<file path="src/rtl/core_ctrl.sv">
// core_ctrl: instruction sequencer for one weight-stationary convolution run.
// Emits a 36-bit core instruction word every cycle; all outputs are registered.
//
// state      | meaning
// -----------+-----------------------------------------------------------
// IDLE       | NOP, waiting for start
// W_LOAD     | read col weight vectors from xmem into L0 (col+1 cycles)
// W_KERN     | shift weights from L0 into the PE array (col cycles)
// W_GAP      | NOP while weights settle (row+col cycles)
// A_LOAD     | read len_nij activation vectors into L0 (len_nij+1 cycles)
// EXEC       | stream activations through the array (len_nij cycles)
// EXEC_GAP   | NOP while the array flushes (row+col cycles)
// DRAIN_WAIT | NOP until the OFIFO holds a complete row
// DRAIN_RD   | read old psum for accumulation (kij > 0 only)
// DRAIN_WR   | pop OFIFO and write/accumulate psum
// NEXT       | advance kij or finish
// DONE       | one-cycle done pulse
module core_ctrl #(
  parameter int          ROW       = 8,
  parameter int          COL       = 8,
  parameter int          LEN_NIJ   = 36,
  parameter int          LEN_KIJ   = 9,
  parameter logic [10:0] ACT_BASE  = 11'd0,
  parameter logic [10:0] W_BASE    = 11'd64,
  parameter logic [10:0] PSUM_BASE = 11'd0
) (
  input  logic        clk,
  input  logic        reset,
  input  logic        start,
  input  logic        ofifo_valid,
  output logic [35:0] inst,
  output logic        busy,
  output logic        done,
  output logic [3:0]  kij
);

  localparam int CW = 16;

  // Down-counter load values: the phase ends when the counter reaches zero.
  localparam logic [CW-1:0] CNT_W_LOAD = CW'(COL);
  localparam logic [CW-1:0] CNT_W_KERN = CW'(COL - 1);
  localparam logic [CW-1:0] CNT_GAP    = CW'(ROW + COL - 1);
  localparam logic [CW-1:0] CNT_A_LOAD = CW'(LEN_NIJ);
  localparam logic [CW-1:0] CNT_EXEC   = CW'(LEN_NIJ - 1);
  localparam logic [CW-1:0] O_LAST     = CW'(LEN_NIJ - 1);
  localparam logic [3:0]    KIJ_LAST   = 4'(LEN_KIJ - 1);

  localparam logic [35:0] NOP = 36'h1_800C_0000;

  localparam int B_OEN  = 35;
  localparam int B_ACC  = 33;
  localparam int B_CENP = 32;
  localparam int B_WENP = 31;
  localparam int B_CENX = 19;
  localparam int B_OFRD = 6;
  localparam int B_L0RD = 3;
  localparam int B_L0WR = 2;
  localparam int B_EXEC = 1;
  localparam int B_LOAD = 0;

  typedef enum logic [3:0] {
    IDLE, W_LOAD, W_KERN, W_GAP, A_LOAD, EXEC, EXEC_GAP,
    DRAIN_WAIT, DRAIN_RD, DRAIN_WR, NEXT, DONE
  } state_t;

  state_t         state_q, state_d;
  logic [CW-1:0]  cnt_q, cnt_d;
  logic [CW-1:0]  o_q, o_d;
  logic [3:0]     kij_q, kij_d;
  logic [35:0]    inst_q, inst_d;
  logic           busy_q, busy_d;
  logic           done_q, done_d;
  logic [10:0]    w_addr, a_addr, p_addr;

  // State, counters and registered outputs.
  always_ff @(posedge clk) begin
    if (reset) begin
      state_q <= IDLE;
      cnt_q   <= '0;
      o_q     <= '0;
      kij_q   <= '0;
      inst_q  <= NOP;
      busy_q  <= 1'b0;
      done_q  <= 1'b0;
    end else begin
      state_q <= state_d;
      cnt_q   <= cnt_d;
      o_q     <= o_d;
      kij_q   <= kij_d;
      inst_q  <= inst_d;
      busy_q  <= busy_d;
      done_q  <= done_d;
    end
  end

  // Next-state logic, then output decode from the next-state values so the
  // registered inst word lines up with the state it describes.
  always_comb begin
    state_d = state_q;
    cnt_d   = cnt_q;
    o_d     = o_q;
    kij_d   = kij_q;
    inst_d  = NOP;

    unique case (state_q)
      IDLE: begin
        if (start) begin
          state_d = W_LOAD;
          cnt_d   = CNT_W_LOAD;
          kij_d   = 4'd0;
        end
      end
      W_LOAD: begin
        if (cnt_q == '0) begin
          state_d = W_KERN;
          cnt_d   = CNT_W_KERN;
        end else begin
          cnt_d = cnt_q - 1'b1;
        end
      end
      W_KERN: begin
        if (cnt_q == '0) begin
          state_d = W_GAP;
          cnt_d   = CNT_GAP;
        end else begin
          cnt_d = cnt_q - 1'b1;
        end
      end
      W_GAP: begin
        if (cnt_q == '0) begin
          state_d = A_LOAD;
          cnt_d   = CNT_A_LOAD;
        end else begin
          cnt_d = cnt_q - 1'b1;
        end
      end
      A_LOAD: begin
        if (cnt_q == '0) begin
          state_d = EXEC;
          cnt_d   = CNT_EXEC;
        end else begin
          cnt_d = cnt_q - 1'b1;
        end
      end
      EXEC: begin
        if (cnt_q == '0) begin
          state_d = EXEC_GAP;
          cnt_d   = CNT_GAP;
        end else begin
          cnt_d = cnt_q - 1'b1;
        end
      end
      EXEC_GAP: begin
        if (cnt_q == '0) begin
          state_d = DRAIN_WAIT;
          o_d     = '0;
        end else begin
          cnt_d = cnt_q - 1'b1;
        end
      end
      DRAIN_WAIT: begin
        if (ofifo_valid) begin
          state_d = (kij_q == 4'd0) ? DRAIN_WR : DRAIN_RD;
        end
      end
      DRAIN_RD: begin
        state_d = DRAIN_WR;
      end
      DRAIN_WR: begin
        if (o_q == O_LAST) begin
          state_d = NEXT;
        end else begin
          o_d     = o_q + 1'b1;
          state_d = DRAIN_WAIT;
        end
      end
      NEXT: begin
        if (kij_q == KIJ_LAST) begin
          state_d = DONE;
        end else begin
          kij_d   = kij_q + 1'b1;
          state_d = W_LOAD;
          cnt_d   = CNT_W_LOAD;
        end
      end
      DONE: begin
        state_d = IDLE;
      end
      default: begin
        state_d = IDLE;
      end
    endcase

    // Counter runs down, so the cycle index within a load phase is (len - cnt).
    w_addr = W_BASE + 11'(int'(kij_d) * COL) + 11'(COL) - 11'(cnt_d);
    a_addr = ACT_BASE + 11'(LEN_NIJ) - 11'(cnt_d);
    p_addr = PSUM_BASE + 11'(o_d);

    busy_d = (state_d != IDLE) && (state_d != DONE);
    done_d = (state_d == DONE);

    unique case (state_d)
      W_LOAD: begin
        if (cnt_d != '0) begin
          inst_d[B_CENX] = 1'b0;
          inst_d[17:7]   = w_addr;
        end
        inst_d[B_L0WR] = (cnt_d != CNT_W_LOAD);
      end
      W_KERN: begin
        inst_d[B_LOAD] = 1'b1;
        inst_d[B_L0RD] = 1'b1;
      end
      A_LOAD: begin
        if (cnt_d != '0) begin
          inst_d[B_CENX] = 1'b0;
          inst_d[17:7]   = a_addr;
        end
        inst_d[B_L0WR] = (cnt_d != CNT_A_LOAD);
      end
      EXEC: begin
        inst_d[B_EXEC] = 1'b1;
        inst_d[B_L0RD] = 1'b1;
      end
      DRAIN_RD: begin
        inst_d[B_CENP] = 1'b0;
        inst_d[30:20]  = p_addr;
      end
      DRAIN_WR: begin
        inst_d[B_OEN]  = 1'b1;
        inst_d[B_OFRD] = 1'b1;
        inst_d[B_CENP] = 1'b0;
        inst_d[B_WENP] = 1'b0;
        inst_d[30:20]  = p_addr;
        inst_d[B_ACC]  = (kij_d != 4'd0);
      end
      default: begin
        inst_d = NOP;
      end
    endcase
  end

  assign inst = inst_q;
  assign busy = busy_q;
  assign done = done_q;
  assign kij  = kij_q;

endmodule

</file>
<file path="config.mk">
export PLATFORM = sky130hd
export DESIGN_NAME = core_ctrl
export DESIGN_NICKNAME = d
export VERILOG_FILES = /design/src/rtl/core_ctrl.sv
export SDC_FILE = /design/constraint.sdc
export NUM_CORES = 1
export LEC_CHECK = 0
export ABC_AREA = 1
export CORE_MARGIN = 8
export CORE_UTILIZATION = 28
export DETAILED_ROUTE_END_ITERATION = 8
export GPL_TIMING_DRIVEN = 0
export PLACE_DENSITY = 0.58
export RECOVER_POWER = 100
export SLEW_MARGIN = 20
export SYNTH_ARGS = -nofsm -noshare
export SYNTH_HDL_FRONTEND = slang
export SYNTH_SLANG_ARGS = --single-unit
</file>
<file path="constraint.sdc">
create_clock -name clk -period 3.3 [get_ports clk]
set_input_delay 0.99 -clock clk [delete_from_list [all_inputs] [get_ports clk]]
set_output_delay 0.99 -clock clk [all_outputs]
set_load 0.02 [all_outputs]
</file>
After elaboration in Yosys (flattened, before gate mapping)
Index checks and enable logic that the tools add are counted.
- muxes and demuxes: 37
- equality and inequality tests: 24
- bitwise operators: 3
- reduce and logical (&&, ||, !) cells: 16
- $add $sub $neg: 7
- operator list (cell ; count):
    two-way mux 16 bit ; 9
    one-hot mux 16 bit (7 select lines) ; 1
    two-way mux 4 bit ; 12
    one-hot mux 4 bit (11 select lines) ; 1
    one-hot mux 16 bit (2 select lines) ; 1
    equality test 4 bit (second input constant) ; 7
    equality test 4 x 3 -> 1 bit (second input constant) ; 6
    two-way mux 11 bit ; 2
    one-hot mux 11 bit (2 select lines) ; 1
    adder 16 x 1 -> 16 bit (second input constant) ; 1
    equality test 16 x 6 -> 1 bit (second input constant) ; 1
    zero test 16 bit ; 1
    inequality test 16 x 4 -> 1 bit (second input constant) ; 1
    inequality test 16 x 6 -> 1 bit (second input constant) ; 1
    nonzero test 16 bit ; 1
    subtractor 16 x 1 -> 16 bit (second input constant) ; 1
    OR reduction 2 bit ; 7
    equality test 4 x 2 -> 1 bit (second input constant) ; 3
    subtractor 6 x 11 -> 11 bit (first input constant) ; 1
    subtractor 9 x 11 -> 11 bit ; 1
    adder 8 x 4 -> 9 bit (second input constant) ; 1
    adder 7 x 7 -> 8 bit (first input constant) ; 1
    equality test 4 x 1 -> 1 bit (second input constant) ; 2
    zero test 4 bit ; 2
    other kinds (11) ; 22
- register bits: 78
- word-level logic and storage cells: 99
- output and inout bits: 42
- input bits: 4

Logic depth before layout (Yosys ltp)
- depth after elaboration: 8
- mapped depth: 26
- gate-level depth less buffers: 24

Least setup slack after synthesis
No wires, ideal clock.
- kind: in2reg
- start point: input start
- end point: register inst_q[16], in the netlist inst[16]
- stages: 17
- path slack: 45 ps
- library setup time: 71 ps
- path buffers: 0
- arrival: 3185 ps
- data required time: 3229 ps
- path through: nor2_4 > inv_2 > nand2_1 > nor2_4 > nand2_1 > nand2_2 > ha_1 > ha_1 > inv_1 > o21bai_1 > a21oi_1 > o21ai_0 > a21oi_1 > nor2_1 > xor2_1 > nand3_1 > a21oi_1
- cells in the longest elaborated chain, start to end: 7
- elaborated cells on any way between the ends: 16
- ends and longest elaborated chain (what ; RTL line ; RTL):
    start, declared ; 29 ; input logic start,
    two-way mux 4 bit ; 107 ; if (start) begin
    one-hot mux 4 bit (2 select lines) ; 105 ; unique case (state_q)
    adder 7 x 7 -> 8 bit ; 195 ; w_addr = W_BASE + 11'(int'(kij_d) * COL) + 11'(COL) - 11'(cnt_d);
    adder 8 x 4 -> 9 bit ; 195 ;
    subtractor 9 x 11 -> 11 bit ; 195 ;
    two-way mux 11 bit ; 204 ; if (cnt_d != '0) begin
    one-hot mux 11 bit (2 select lines) (*) ; 202 ; unique case (state_d)
    end signal, assigned ; 90 ; inst_q <= inst_d;
    end, declared ; 70 ; logic [35:0] inst_q, inst_d;
Every way passes the cells marked *; elsewhere a longest branch is shown, timed or not.
A chain may end at the register's enable or synchronous reset.

Worst setup path after layout
Ends and elaborated chain as after synthesis.

==> impl_metrics.json <==
{
  "synth-compound-area-share_pct": 8.98,
  "rows": 47,
  "grt_pass1_vias": 4186,
  "cts_tree": "built",
  "die_w_um": 145,
  "synth_cells": 723,
  "grt_pass1_wl_mm": 20.9,
  "die-area_um2": 20900,
  "ys_types": 45,
  "antenna_found_initial": 0,
  "gp_congestion": 0.885,
  "synth_area_um2": 4620,
  "critPathSlowestCell": "ha_1",
  "clock_sinks": 73,
  "crit-reg2reg-capture": "inst[16]",
  "synth_simple_gate_area_share_pct": 41.2,
  "cts_max_path_buffers": 2,
  "min_period_ps": 3130,
  "synth_seq_cells": 73,
  "grt_start_max_net_pins": 13,
  "dr.pass1.iters": 7,
  "overflow": 0,
  "cp_cell_sequence": "buf_4 -> nor2_4 -> inv_2 -> nand2_1 -> nor2_4 -> nand2_1 -> nand2_4 -> ha_1 -> ha_4 -> inv_1 -> o21bai_1 -> a21oi_1 -> o21ai_2 -> a21oi_2 -> nor2_1 -> xor2_1 -> nand3_1 -> a21oi_1",
  "drv_slew": 0,
  "ys.flop_type": "dfxtp_1",
  "maxSlewHeadroom_pct": 54.2,
  "hold_ws_ps": 528,
  "ys_warn_count": 0,
  "ios": 46,
  "drt-total-wl_mm": 12.9,
  "diodes": 0,
  "criticalPathCategory": "in2reg",
  "yosysTopAreaCell": "dfxtp_1",
  "synthXorXnorAreaFrac_pct": 1.70,
  "post_synth.cell_area_avg_um2": 6.40,
  "critPathRequiredTime_ps": 3570,
  "ff2ff_path_depth": 20,
  "drc": 0,
  "fmax_ghz": 0.320,
  "power.total_w": 0.00689,
  "worstHoldPathType": "reg2reg",
  "reg2reg_slack_ps": 220,
  "port_buffers": 41,
  "hp-start": "o_q[11]",
  "synthMuxAreaShare_pct": 0,
  "synth_top_family_by_area": "simple AND/OR/NAND/NOR gates",
  "die_h_um": 145,
  "synth.most_common_cell": "nand2_1",
  "p_per_area_nw_per_um2": 1140,
  "p_leak_nw": 2.97,
  "worstSetupEndpointType": "flip-flop",
  "synthAdderAreaFrac_pct": 4.60,
  "cts.clk_slew.worst_paths_ps": 60,
  "hold_viol_final": 0,
  "htree_levels": 3,
  "vdd.ir_drop.worst_mv": 0.631,
  "arrival_ps": 3400,
  "area_growth_pct": 30.7,
  "cts_buffers": 9,
  "cap_viol_max_count": 0,
  "tightest_slew_ps": 687,
  "cts_root_buf": "clkbuf_16",
  "ant_nets": 0,
  "drtIter0Drc": 361,
  "synth_common_cells": "nand2_1 (176), inv_1 (106), nor2_1 (97)",
  "rsz0062_at_grt": "true",
  "setup_viol": 0,
  "finalCritPeriodShare_pct": 94.8,
  "max_stage_delay_ps": 330,
  "drive_above_1_share_pct": 19.9,
  "initial_core_util_pct": 28.3,
  "status": "complete, no violations",
  "dp_hpwl_mm": 9.77,
  "cp-start-kind": "input port",
  "finalClockSkew_ps": 7.46,
  "clock_latency_ps": 350,
  "ys_seq_area_share_pct": 31.6,
  "synth_edf_count": 0,
  "crit_path_max_fanout": 6,
  "whs_path_depth": 2,
  "viasPerCell": 4.57,
  "synth_top_area_share_pct": 31.6,
  "vias": 4686,
  "core_um2": 16300,
  "nNetsFinal": 822,
  "reg2reg_from": "cnt_q[0]",
  "async_flop_share_pct": 0,
  "track_usage_pct": 12.7,
  "synth_area_leaders": "dfxtp_1 (32%), nand2_1 (14%), inv_1 (8.6%)",
  "routedWlPerCell_um": 12.6,
  "hold_end": "o_q[11]"
}
cell usage in the layout, fill, tap and decap left out, drive strengths merged:
master         instances
inv                  122
a21oi                 30
o21bai                 2
dlygate4sd3           39
nor2                 110
nand4                 11
clkbuf                13
buf                   33
conb                   4
nand3b                 5
o32ai                  1
nor3                  19
clkdlybuf4s50          1
or2                    3
o21a                   2
o211ai                 1
clkinv                 5
clkinvlp               2
and2                   1
nand2                193
nor3b                  2
o21ai                 30
nand3                 65
nor4                   1
dfxtp                 73
xnor2                  1
o22ai                  6
bufinv                 1
ha                    17
xor2                   8
a31oi                  3
a22o                   1
worst max-delay path by stage:
stage                    end  slack (ps)     start  cells past startpoint
floorplan           inst[16]          40     start                     17
global placement    inst[16]       -1000     start                     22
detailed placement  inst[16]        -980     start                     22
CTS                 inst[17]          -2  cnt_q[1]                     22
global route        inst[16]         -50  cnt_q[8]                     21
finish              inst[16]         170     start                     18
worst max-delay path: cells and delay by family:
family / cells / cell delay (ps)
AND/OR/NAND/NOR: 7 / 700
XOR/XNOR: 1 / 150
buffers and inverters: 3 / 260
AO/OA/AOI/OAI: 5 / 680
adder cells (fa/ha/maj): 2 / 620
metrics by stage:
step / std cells / worst slack [ps] / cell area (um2) / utilization, % / setup TNS, ps
CTS: 1008 / -2.26 / 5700 / 34.9 / -2.26
detailed placement: 986 / -979 / 5320 / 32.5 / -6060
global route: 1025 / -52.5 / 6050 / 37.0 / -52.5
finish: 1025 / 172 / 6050 / 37.0 / 0
floorplan: 725 / 44.7 / 4630 / - / 0
global placement: 986 / -1000 / 5320 / 32.5 / -5960
metal layers:
layer | global-route usage [%] | vias to the layer above | wire, um
met5 | 0 | - | 0
met4 | 2.96 | 0 | 140
met3 | 3.57 | 12 | 696
met2 | 19.4 | 95 | 5870
met1 | 17.3 | 2145 | 6240
li1 | - | 2434 | -
cell type report:
cell class	count	area (um2)
fillers	1812	10300
plain buffers	12	82.6
flip-flops and latches	73	1490
multi-input cells	516	2840
well taps	220	275
inverters	124	470
clock inverters	6	60.1
repair buffers	65	601
clock buffers	9	225
cells by family (layout without fill, tap and decap cells):
family                     after synthesis  in the layout
and+or+nand+nor                        410            410
xor gates and xnor gates                 9              9
buffers and inverters                  136            216
other                                    2              4
AOI/OAI and AO/OA                       76             76
adders and majority gates               17             17
DFF                                     73             73
repair_timing:
| item | in CTS | in global routing |
|---|---|---|
| hold buffers | 0 | 0 |
| resized for setup | 19 | 71 |
| endpoints found under the setup margin | 6 | 5 |
| setup buffers | 7 | 17 |
| pin swaps | 4 | 22 |
sequential cells by signal, summed over array words and instances, names as in the netlist:
name and flops:
o_q 16, inst 31, done 1, busy 1
state_q 4, kij 4, cnt_q 16
where the power goes:
part | switching (W) | total [W] | internal (W)
registers | 0.000137 | 0.00118 | 0.00104
clock network | 0.000382 | 0.000958 | 0.000576
logic | 0.00286 | 0.00476 | 0.00190
total | 0.00338 | 0.00689 | 0.00351
No activity file was read; power rests on OpenSTA's default activity.
